### config.mk
export PLATFORM = sky130hd
export DESIGN_NAME = vram_scroller
export DESIGN_NICKNAME = d
export VERILOG_FILES = /design/src/rtl/vram_scroller.sv
export SDC_FILE = /design/constraint.sdc
export NUM_CORES = 1
export LEC_CHECK = 0
export ABC_AREA = 1
export CAP_MARGIN = 25
export CORE_ASPECT_RATIO = 0.9
export CORE_UTILIZATION = 50
export CTS_BUF_LIST = sky130_fd_sc_hd__clkbuf_8
export CTS_CLUSTER_DIAMETER = 150
export DETAILED_ROUTE_END_ITERATION = 12
export HOLD_SLACK_MARGIN = 0.06
export MAX_ROUTING_LAYER = met4
export PLACE_DENSITY = 0.79
export SLEW_MARGIN = 20
export SYNTH_ARGS = -nofsm -noshare
export SYNTH_HDL_FRONTEND = slang
export SYNTH_SLANG_ARGS = --single-unit
### constraint.sdc
create_clock -name wb_clk_i -period 7.7 [get_ports wb_clk_i]
set_clock_uncertainty 0.1 [all_clocks]
set_input_delay 1.155 -clock wb_clk_i [delete_from_list [all_inputs] [get_ports wb_clk_i]]
set_output_delay 1.155 -clock wb_clk_i [all_outputs]
set_load 0.05 [all_outputs]
### src/rtl/vram_scroller.sv
// Wishbone sequencer for the text buffer: SCROLL / CLEAR / CLEAR_EOL as word transfers plus host pass-through.
// One master transfer every 3 cycles against a 1-wait slave; host requests stall (no ack) while a command runs.
module vram_scroller #(
    parameter int          COLS = 80,
    parameter int          ROWS = 25,
    parameter logic [7:0]  FILL = 8'h20,
    parameter logic [15:0] BASE = 16'o0
) (
    input  logic        wb_clk_i,
    input  logic        wb_rst_n,
    input  logic        cmd_start_i,
    input  logic [1:0]  cmd_i,
    input  logic [10:0] cmd_adr_i,
    output logic        busy_o,
    output logic        done_o,
    output logic        err_o,
    input  logic [15:0] s_adr_i,
    input  logic [15:0] s_dat_i,
    output logic [15:0] s_dat_o,
    input  logic        s_cyc_i,
    input  logic        s_stb_i,
    input  logic        s_we_i,
    input  logic [1:0]  s_sel_i,
    output logic        s_ack_o,
    output logic [15:0] m_adr_o,
    output logic [15:0] m_dat_o,
    input  logic [15:0] m_dat_i,
    output logic        m_cyc_o,
    output logic        m_stb_o,
    output logic        m_we_o,
    output logic [1:0]  m_sel_o,
    input  logic        m_ack_i
);
    typedef enum logic [2:0] {S_IDLE, S_PASS, S_RD, S_WR, S_FILL, S_FIN} state_t;

    localparam logic [1:0]  CMD_NOP    = 2'd0;
    localparam logic [1:0]  CMD_SCROLL = 2'd1;
    localparam logic [1:0]  CMD_EOL    = 2'd3;
    localparam logic [9:0]  W_ROW1     = 10'(COLS / 2);
    localparam logic [9:0]  W_MOVE_END = 10'((ROWS - 1) * COLS / 2 - 1);
    localparam logic [9:0]  W_END      = 10'(ROWS * COLS / 2 - 1);
    localparam logic [10:0] ADR_MIN    = 11'(COLS);
    localparam logic [10:0] ADR_LIM    = 11'(ROWS * COLS);

    // Last word index of the row containing byte offset adr.
    function automatic logic [9:0] eol_last(input logic [10:0] adr);
        int row;
        row = int'(adr) / COLS;
        return 10'((row + 1) * (COLS / 2) - 1);
    endfunction

    state_t      state_q, state_d;
    logic [9:0]  w_q, w_d;
    logic [9:0]  end_q, end_d;
    logic [15:0] dat_q, dat_d;
    logic        stb_q, stb_d;
    logic        odd_q, odd_d;
    logic        pend_q, pend_d;
    logic [1:0]  pend_cmd_q, pend_cmd_d;
    logic [10:0] pend_adr_q, pend_adr_d;
    logic        err_q, err_d;

    logic        busy;
    logic        host_req;
    logic        start_ok;
    logic        launch;
    logic [1:0]  l_cmd;
    logic [10:0] l_adr;
    logic [9:0]  rd_w;

    assign busy     = (state_q == S_RD) || (state_q == S_WR) || (state_q == S_FILL);
    assign host_req = s_cyc_i & s_stb_i;
    assign start_ok = cmd_start_i && !busy && !pend_q && (cmd_i != CMD_NOP) &&
                      !((cmd_i == CMD_EOL) && ((cmd_adr_i < ADR_MIN) || (cmd_adr_i >= ADR_LIM)));
    assign rd_w     = w_q + W_ROW1;

    always_ff @(posedge wb_clk_i) begin
        if (!wb_rst_n) begin
            state_q    <= S_IDLE;
            w_q        <= '0;
            end_q      <= '0;
            dat_q      <= '0;
            stb_q      <= 1'b0;
            odd_q      <= 1'b0;
            pend_q     <= 1'b0;
            pend_cmd_q <= '0;
            pend_adr_q <= '0;
            err_q      <= 1'b0;
        end else begin
            state_q    <= state_d;
            w_q        <= w_d;
            end_q      <= end_d;
            dat_q      <= dat_d;
            stb_q      <= stb_d;
            odd_q      <= odd_d;
            pend_q     <= pend_d;
            pend_cmd_q <= pend_cmd_d;
            pend_adr_q <= pend_adr_d;
            err_q      <= err_d;
        end
    end

    always_comb begin
        state_d    = state_q;
        w_d        = w_q;
        end_d      = end_q;
        dat_d      = dat_q;
        stb_d      = stb_q;
        odd_d      = odd_q;
        pend_d     = pend_q;
        pend_cmd_d = pend_cmd_q;
        pend_adr_d = pend_adr_q;
        err_d      = cmd_start_i & ~start_ok;
        launch     = 1'b0;
        l_cmd      = pend_cmd_q;
        l_adr      = pend_adr_q;

        case (state_q)
            S_IDLE: begin
                if (host_req) begin
                    state_d = S_PASS;
                    if (start_ok) begin
                        pend_d     = 1'b1;
                        pend_cmd_d = cmd_i;
                        pend_adr_d = cmd_adr_i;
                    end
                end else if (pend_q) begin
                    launch = 1'b1;
                end else if (start_ok) begin
                    launch = 1'b1;
                    l_cmd  = cmd_i;
                    l_adr  = cmd_adr_i;
                end
            end
            S_PASS: begin
                if (start_ok) begin
                    pend_d     = 1'b1;
                    pend_cmd_d = cmd_i;
                    pend_adr_d = cmd_adr_i;
                end
                // A held command takes the bus directly when the host cycle ends.
                if (m_ack_i || !s_cyc_i) begin
                    if (pend_q || start_ok) begin
                        launch = 1'b1;
                        if (!pend_q) begin
                            l_cmd = cmd_i;
                            l_adr = cmd_adr_i;
                        end
                    end else begin
                        state_d = S_IDLE;
                    end
                end
            end
            S_RD: begin
                if (!stb_q) begin
                    stb_d = 1'b1;
                end else if (m_ack_i) begin
                    stb_d   = 1'b0;
                    dat_d   = m_dat_i;
                    state_d = S_WR;
                end
            end
            S_WR: begin
                if (!stb_q) begin
                    stb_d = 1'b1;
                end else if (m_ack_i) begin
                    stb_d = 1'b0;
                    w_d   = w_q + 10'd1;
                    if (w_q == W_MOVE_END) begin
                        state_d = S_FILL;
                        end_d   = W_END;
                    end else begin
                        state_d = S_RD;
                    end
                end
            end
            S_FILL: begin
                if (!stb_q) begin
                    stb_d = 1'b1;
                end else if (m_ack_i) begin
                    stb_d = 1'b0;
                    odd_d = 1'b0;
                    if (w_q == end_q) state_d = S_FIN;
                    else              w_d     = w_q + 10'd1;
                end
            end
            S_FIN: begin
                if (start_ok) begin
                    pend_d     = 1'b1;
                    pend_cmd_d = cmd_i;
                    pend_adr_d = cmd_adr_i;
                end
                state_d = S_IDLE;
            end
            default: state_d = S_IDLE;
        endcase

        // First transfer of a command always follows a one-cycle idle gap.
        if (launch) begin
            pend_d = 1'b0;
            stb_d  = 1'b0;
            w_d    = W_ROW1;
            end_d  = W_END;
            odd_d  = 1'b0;
            case (l_cmd)
                CMD_SCROLL: state_d = S_RD;
                CMD_EOL: begin
                    state_d = S_FILL;
                    w_d     = l_adr[10:1];
                    end_d   = eol_last(l_adr);
                    odd_d   = l_adr[0];
                end
                default: state_d = S_FILL;
            endcase
        end
    end

    always_comb begin
        busy_o  = busy;
        done_o  = (state_q == S_FIN);
        err_o   = err_q;
        s_dat_o = '0;
        s_ack_o = 1'b0;
        m_adr_o = '0;
        m_dat_o = '0;
        m_cyc_o = 1'b0;
        m_stb_o = 1'b0;
        m_we_o  = 1'b0;
        m_sel_o = 2'b00;
        case (state_q)
            S_PASS: begin
                m_adr_o = s_adr_i;
                m_dat_o = s_dat_i;
                m_cyc_o = s_cyc_i;
                m_stb_o = s_stb_i;
                m_we_o  = s_we_i;
                m_sel_o = s_sel_i;
                s_ack_o = m_ack_i;
                s_dat_o = m_dat_i;
            end
            S_RD: begin
                m_adr_o = BASE + {5'd0, rd_w, 1'b0};
                m_cyc_o = stb_q;
                m_stb_o = stb_q;
                m_sel_o = 2'b11;
            end
            S_WR: begin
                m_adr_o = BASE + {5'd0, w_q, 1'b0};
                m_dat_o = dat_q;
                m_cyc_o = stb_q;
                m_stb_o = stb_q;
                m_we_o  = 1'b1;
                m_sel_o = 2'b11;
            end
            S_FILL: begin
                m_adr_o = BASE + {5'd0, w_q, 1'b0};
                m_dat_o = {FILL, FILL};
                m_cyc_o = stb_q;
                m_stb_o = stb_q;
                m_we_o  = 1'b1;
                m_sel_o = odd_q ? 2'b10 : 2'b11;
            end
            default: ;
        endcase
    end
endmodule
**After elaboration in Yosys (flattened, before gate mapping)**

Index checks and enable logic that the tools add are counted.

- $add $sub $neg: 4
- $mul: 1
- Div/mod/pow operators: 1
- Magnitude comparators: 2
- Equality and inequality tests: 22
- Multiplexer cells: 71
- Bitwise gates (word level): 4
- Reduce and logical (&&, ||, !) cells: 34

Operators by type and width:

| cell | count |
|---|---|
| 10-bit two-way mux | 13 |
| 16-bit case mux with 3 select lines | 2 |
| 11-bit two-way mux | 7 |
| 11-bit case mux with 2 select lines | 2 |
| 3-bit two-way mux | 13 |
| 32-bit by 2-bit adder with 32-bit output (second input constant) | 1 |
| 12-bit by 8-bit divider with 32-bit output (second input constant) | 1 |
| 32-bit by 4-bit multiplier with 7-bit output (second input constant) | 1 |
| 3-bit != test (second input constant) | 10 |
| 10-bit case mux with 2 select lines | 1 |
| 1-bit two-way mux | 16 |
| 16-bit two-way mux | 1 |
| 3-bit case mux with 5 select lines | 1 |
| 2-bit two-way mux | 7 |
| 2-bit nonzero test | 7 |
| 11-bit >= comparator (second input constant) | 1 |
| 11-bit by 7-bit less-than comparator with 1-bit output (second input constant) | 1 |
| 10-bit by 1-bit adder with 10-bit output (second input constant) | 1 |
| 10-bit by 6-bit adder with 10-bit output (second input constant) | 1 |
| 10-bit == test | 1 |
| 10-bit == test (second input constant) | 1 |
| 1-bit case mux with 2 select lines | 5 |
| 10-bit AND reduction | 1 |
| 10-bit by 2-bit subtractor with 10-bit output (second input constant) | 1 |
| 22 further kinds | 43 |

- Register bits after elaboration: 56
- Input bits: 70
- Word-level logic and storage cells: 149

**Logic depth before layout (Yosys ltp)**

- Depth after elaboration: 18
- Gate-level depth with buffers: 48
- Depth with buffers taken out: 48

**Worst setup path after synthesis**

No wires, ideal clock.

- Path type: input -> register
- Start: input port cmd_i[0]
- End: register end_q[8]
- Setup time: 0.064 ns
- Data arrival time: 6.052 ns
- Required time: 7.536 ns
- Path slack: 1.484 ns
- Cell stages on the path: 43
- Buffers on the path: 0
- Cell sequence: inv_2 nand2_1 nand3_1 nor2_8 nand2_2 nand2_1 nand3_1 nand2_1 nand2_1 nor2_4 nand2_4 ha_1 inv_1 nand2_1 nand2_2 nand2_2 o21ai_4 nand2_1 [7 not listed] nand3_4 nand2_1 nand3_1 nand2_1 nor2_2 nand2_2 ha_1 nand3_1 xor2_1 ha_1 inv_1 fa_1 inv_1 nor4_1 nand3_1 nand2_1 nor2_1 nor2_1

- Longest elaborated chain between the ends: 14
- Elaborated cells on any way between the ends: 38
- Those cells by class: 2 x add/sub; 1 x mul; 1 x div; 2 x eq/ne; 21 x mux; 11 x reduce/logical

RTL lines:

| what | line | source |
|---|---|---|
| start, declared | 12 | `input logic [1:0] cmd_i,` |
| 2-bit == test | 74 | `!((cmd_i == CMD_EOL) && ((cmd_adr_i < ADR_MIN) \|\| (cmd_adr_i >= ADR_LIM)));` |
| 1-bit logical AND | 74 |  |
| 1-bit zero test | 74 |  |
| 1-bit logical AND | 73 | `assign start_ok = cmd_start_i && !busy && !pend_q && (cmd_i != CMD_NOP) &&` |
| 11-bit two-way mux or 1-bit logical OR (tied branches) | n/a |  |
| 11-bit two-way mux, on equally long branches | 127, 143 |  |
| 11-bit two-way mux, on equally long branches | 120, 142 |  |
| 11-bit case mux with 2 select lines | 118 | `case (state_q)` |
| 12-bit by 8-bit divider with 32-bit output | 48 | `row = int'(adr) / COLS;` |
| 32-bit by 2-bit adder with 32-bit output | 49 | `return 10'((row + 1) * (COLS / 2) - 1);` |
| 32-bit by 4-bit multiplier with 7-bit output | 49 |  |
| 10-bit by 2-bit subtractor with 10-bit output | 49 |  |
| 10-bit two-way mux | 205 | `case (l_cmd)` |
| 10-bit two-way mux | 199 | `if (launch) begin` |
| end signal, assigned | 92 | `end_q <= end_d;` |
| end, declared | 54 | `logic [9:0] end_q, end_d;` |

Several ways; a longest one is shown, not always the timed one.
A chain may end at the register's enable or synchronous reset.

**Worst setup path in the final report**

- Start: input port cmd_i[0]
- End: register end_q[9]

Same word-level chain as after synthesis.

==> impl_metrics.toml <==
[run_status]
outcome = "complete, no violations"

[critical_path]
cp-end-kind = "register"
critPathMaxFanout = 13
rr_endpoint = "end_q[9]"
cp_slowest_stage_delay_ns = 0.57
reg2reg_depth = 41
crit_slowest_cell = "fa_1"
crit_top_cell = "nand2_1"
critPathLaunchType = "input port"
rrSetupSlack_ns = 1.15
cp.required_ns = 7.88
crit_type = "input port to register"
r2r-start = "state_q[0]"
arrival_ns = 7.17

[sta]
setup_viol_count_final = 0
drv_slew = 0
final.period_utilization_pct = 90.9
setup-tns-final_ns = 0
hold_viol = 0
max_slew_margin_pct = 42.7
period_minus_slack_ns = 7.00
max_slew.worst_pin.slew_ns = 0.856
rsz0062_at_grt = "false"
fmax_mhz = 143

[final_layout]
n_antenna_cell = 0
final_net_count = 928
fillers = 776
final_cell_mix = "126 x nand2_1, 126 x clkdlybuf4s50_1, 101 x inv_1"
syn_to_final_growth_pct = 32.2
drive_gt1_share_pct = 8.85
final_core_util_pct = 69.7

[clock_tree]
clk_latency_ns = 0.32
postCtsHoldBufs = 0
postCtsSetupBuffers = 0
cts_buffer_depth = 2
cts_tree = "done"
cts_resized = 0
cts_sinks = 54
clkTransAtPathRegs_ns = 0.11
cts-buffers-inserted = 5
cts.htree.levels = 2
cts-root-buf = "clkbuf_8"

[synth]
yosysTopAreaCellShare_pct = 23.4
yosysUniqueCellTypes = 44
yosysWarnings = 0
avgSynthCellArea_sq_um = 6.31
synth_area_sq_um = 4620
synth_fp_nets = 815
yosys-top-cells-area = "dfxtp_1 23%, nand2_1 10%, inv_1 8.2%"
syn_inst = 733
seq_area_frac_synth_pct = 23.4
ys_seq_elements = 54
synth_largest_area_cell = "dfxtp_1"

[global_routing]
grt_pass1_vias = 5038
grt_pass1_wl_um = 23600
grt_max_degree = 39
grt_overflow_total = 0
grt.total_usage_pct = 31.5
antenna_found_initial = 0

[placement]
portBuffers = 126
hpwl_um = 11300
place.gp.congestion = 0.968

[die]
core_sq_um = 8770
pin_count = 127
initial_core_util_pct = 52.7
die_area_sq_um = 9630
die_h_um = 93.2
core.rowCount = 32
die_w_um = 103

[min_path]
whs_endpoint = "end_q[3]"
hold_depth = 2
worst_hold_path_type = "register to register"
hp-start = "end_q[3]"

[route]
first_pass_iters = 5
routed_wl_um = 14500
drtIter0Drc = 246
ant_nets = 0
wl_per_cell_um = 15.0
vias_per_cell = 5.50
vias = 5311
drc = 0

[job]
maxCapViolCount = 0
-- sequential cells by signal, summed over array words and instances (netlist names) --
register	flops
odd_q	1
stb_q	1
err_o	1
pend_adr_q	11
state_q	3
end_q	8
w_q	10
pend_cmd_q	2
pend_q	1
dat_q	16
-- kinds of logic (layout without fill, tap and decap cells) --
kind of cell	after synthesis	after routing	share of synthesized area [%]
flops	54	54	23.4
buf+inv	142	256	11.8
simple gates	306	306	31.7
fa+ha+maj	12	12	3.41
xor+xnor	21	21	3.98
compound gates	198	198	25.7
-- how the worst max path moves through the flow --
stage | startpoint | end | slack (ns)
4_1_cts | cmd_i[0] | end_q[8] | 0.54
3_3_place_gp | cmd_i[0] | end_q[8] | 0.49
2_1_floorplan | cmd_i[0] | end_q[8] | 1.48
3_5_place_dp | cmd_i[0] | end_q[8] | 0.24
5_1_grt | cmd_i[0] | end_q[9] | 0.01
6_report | cmd_i[0] | end_q[9] | 0.70
-- area by class of cell --
class	instances	area, sq um	area share (%)
multi-input combinational	537	3010	49.2
timing repair buffer	133	1310	21.5
sequential	54	1080	17.7
inverter	115	438	7.17
tap	119	149	2.44
clock buffer	6	82.6	1.35
clock inverter	2	38.8	0.635
-- metal layers --
metal,GRT usage [%],routed length (um),vias to the layer above
met5,-,0,-
met4,6.22,159,0
met3,4.04,973,22
met2,55.6,7050,199
met1,38.4,6310,2414
li1,-,-,2676
-- synthesized netlist by cell type (all sizes together) --
| cell type | count |
|---|---|
| a221o | 2 |
| nor2 | 86 |
| a21oi | 66 |
| a22oi | 3 |
| inv | 112 |
| xnor2 | 4 |
| nand4 | 9 |
| nand3 | 53 |
| a2111oi | 1 |
| a221oi | 7 |
| a22o | 14 |
| clkinv | 3 |
| buf | 3 |
| o311ai | 2 |
| o21ai | 74 |
| clkbuf | 24 |
| o22ai | 3 |
| o221ai | 5 |
| o211ai | 8 |
| nor4 | 3 |
| o32ai | 2 |
| a211oi | 5 |
| ha | 11 |
| xor2 | 17 |
| nand2 | 147 |
| dfxtp | 54 |
| fa | 1 |
| nor3 | 8 |
| a31oi | 6 |
-- through the flow --
stage	worst slack, ns	instance area, sq um	instances	hold slack [ns]
after detailed placement	0.240	5980	958	0.371
after global routing	0.0116	6110	966	0.424
after floorplan	1.48	4620	733	0.356
after global placement	0.490	5980	958	0.367
final	0.704	6110	966	0.387
after CTS	0.542	6100	966	0.388
-- critical path, delay by kind of cell --
kind                       cells  cell delay (ns)
AOI/OAI and AO/OA              3             0.44
xor gates and xnor gates       2             0.46
adders and majority gates      4             1.31
buffers and inverters          7             0.91
and+or+nand+nor               26             2.86
Power is left out: the tool's default activity adds up to more than one toggle a clock period on the data nets, which glitch-free logic cannot reach.
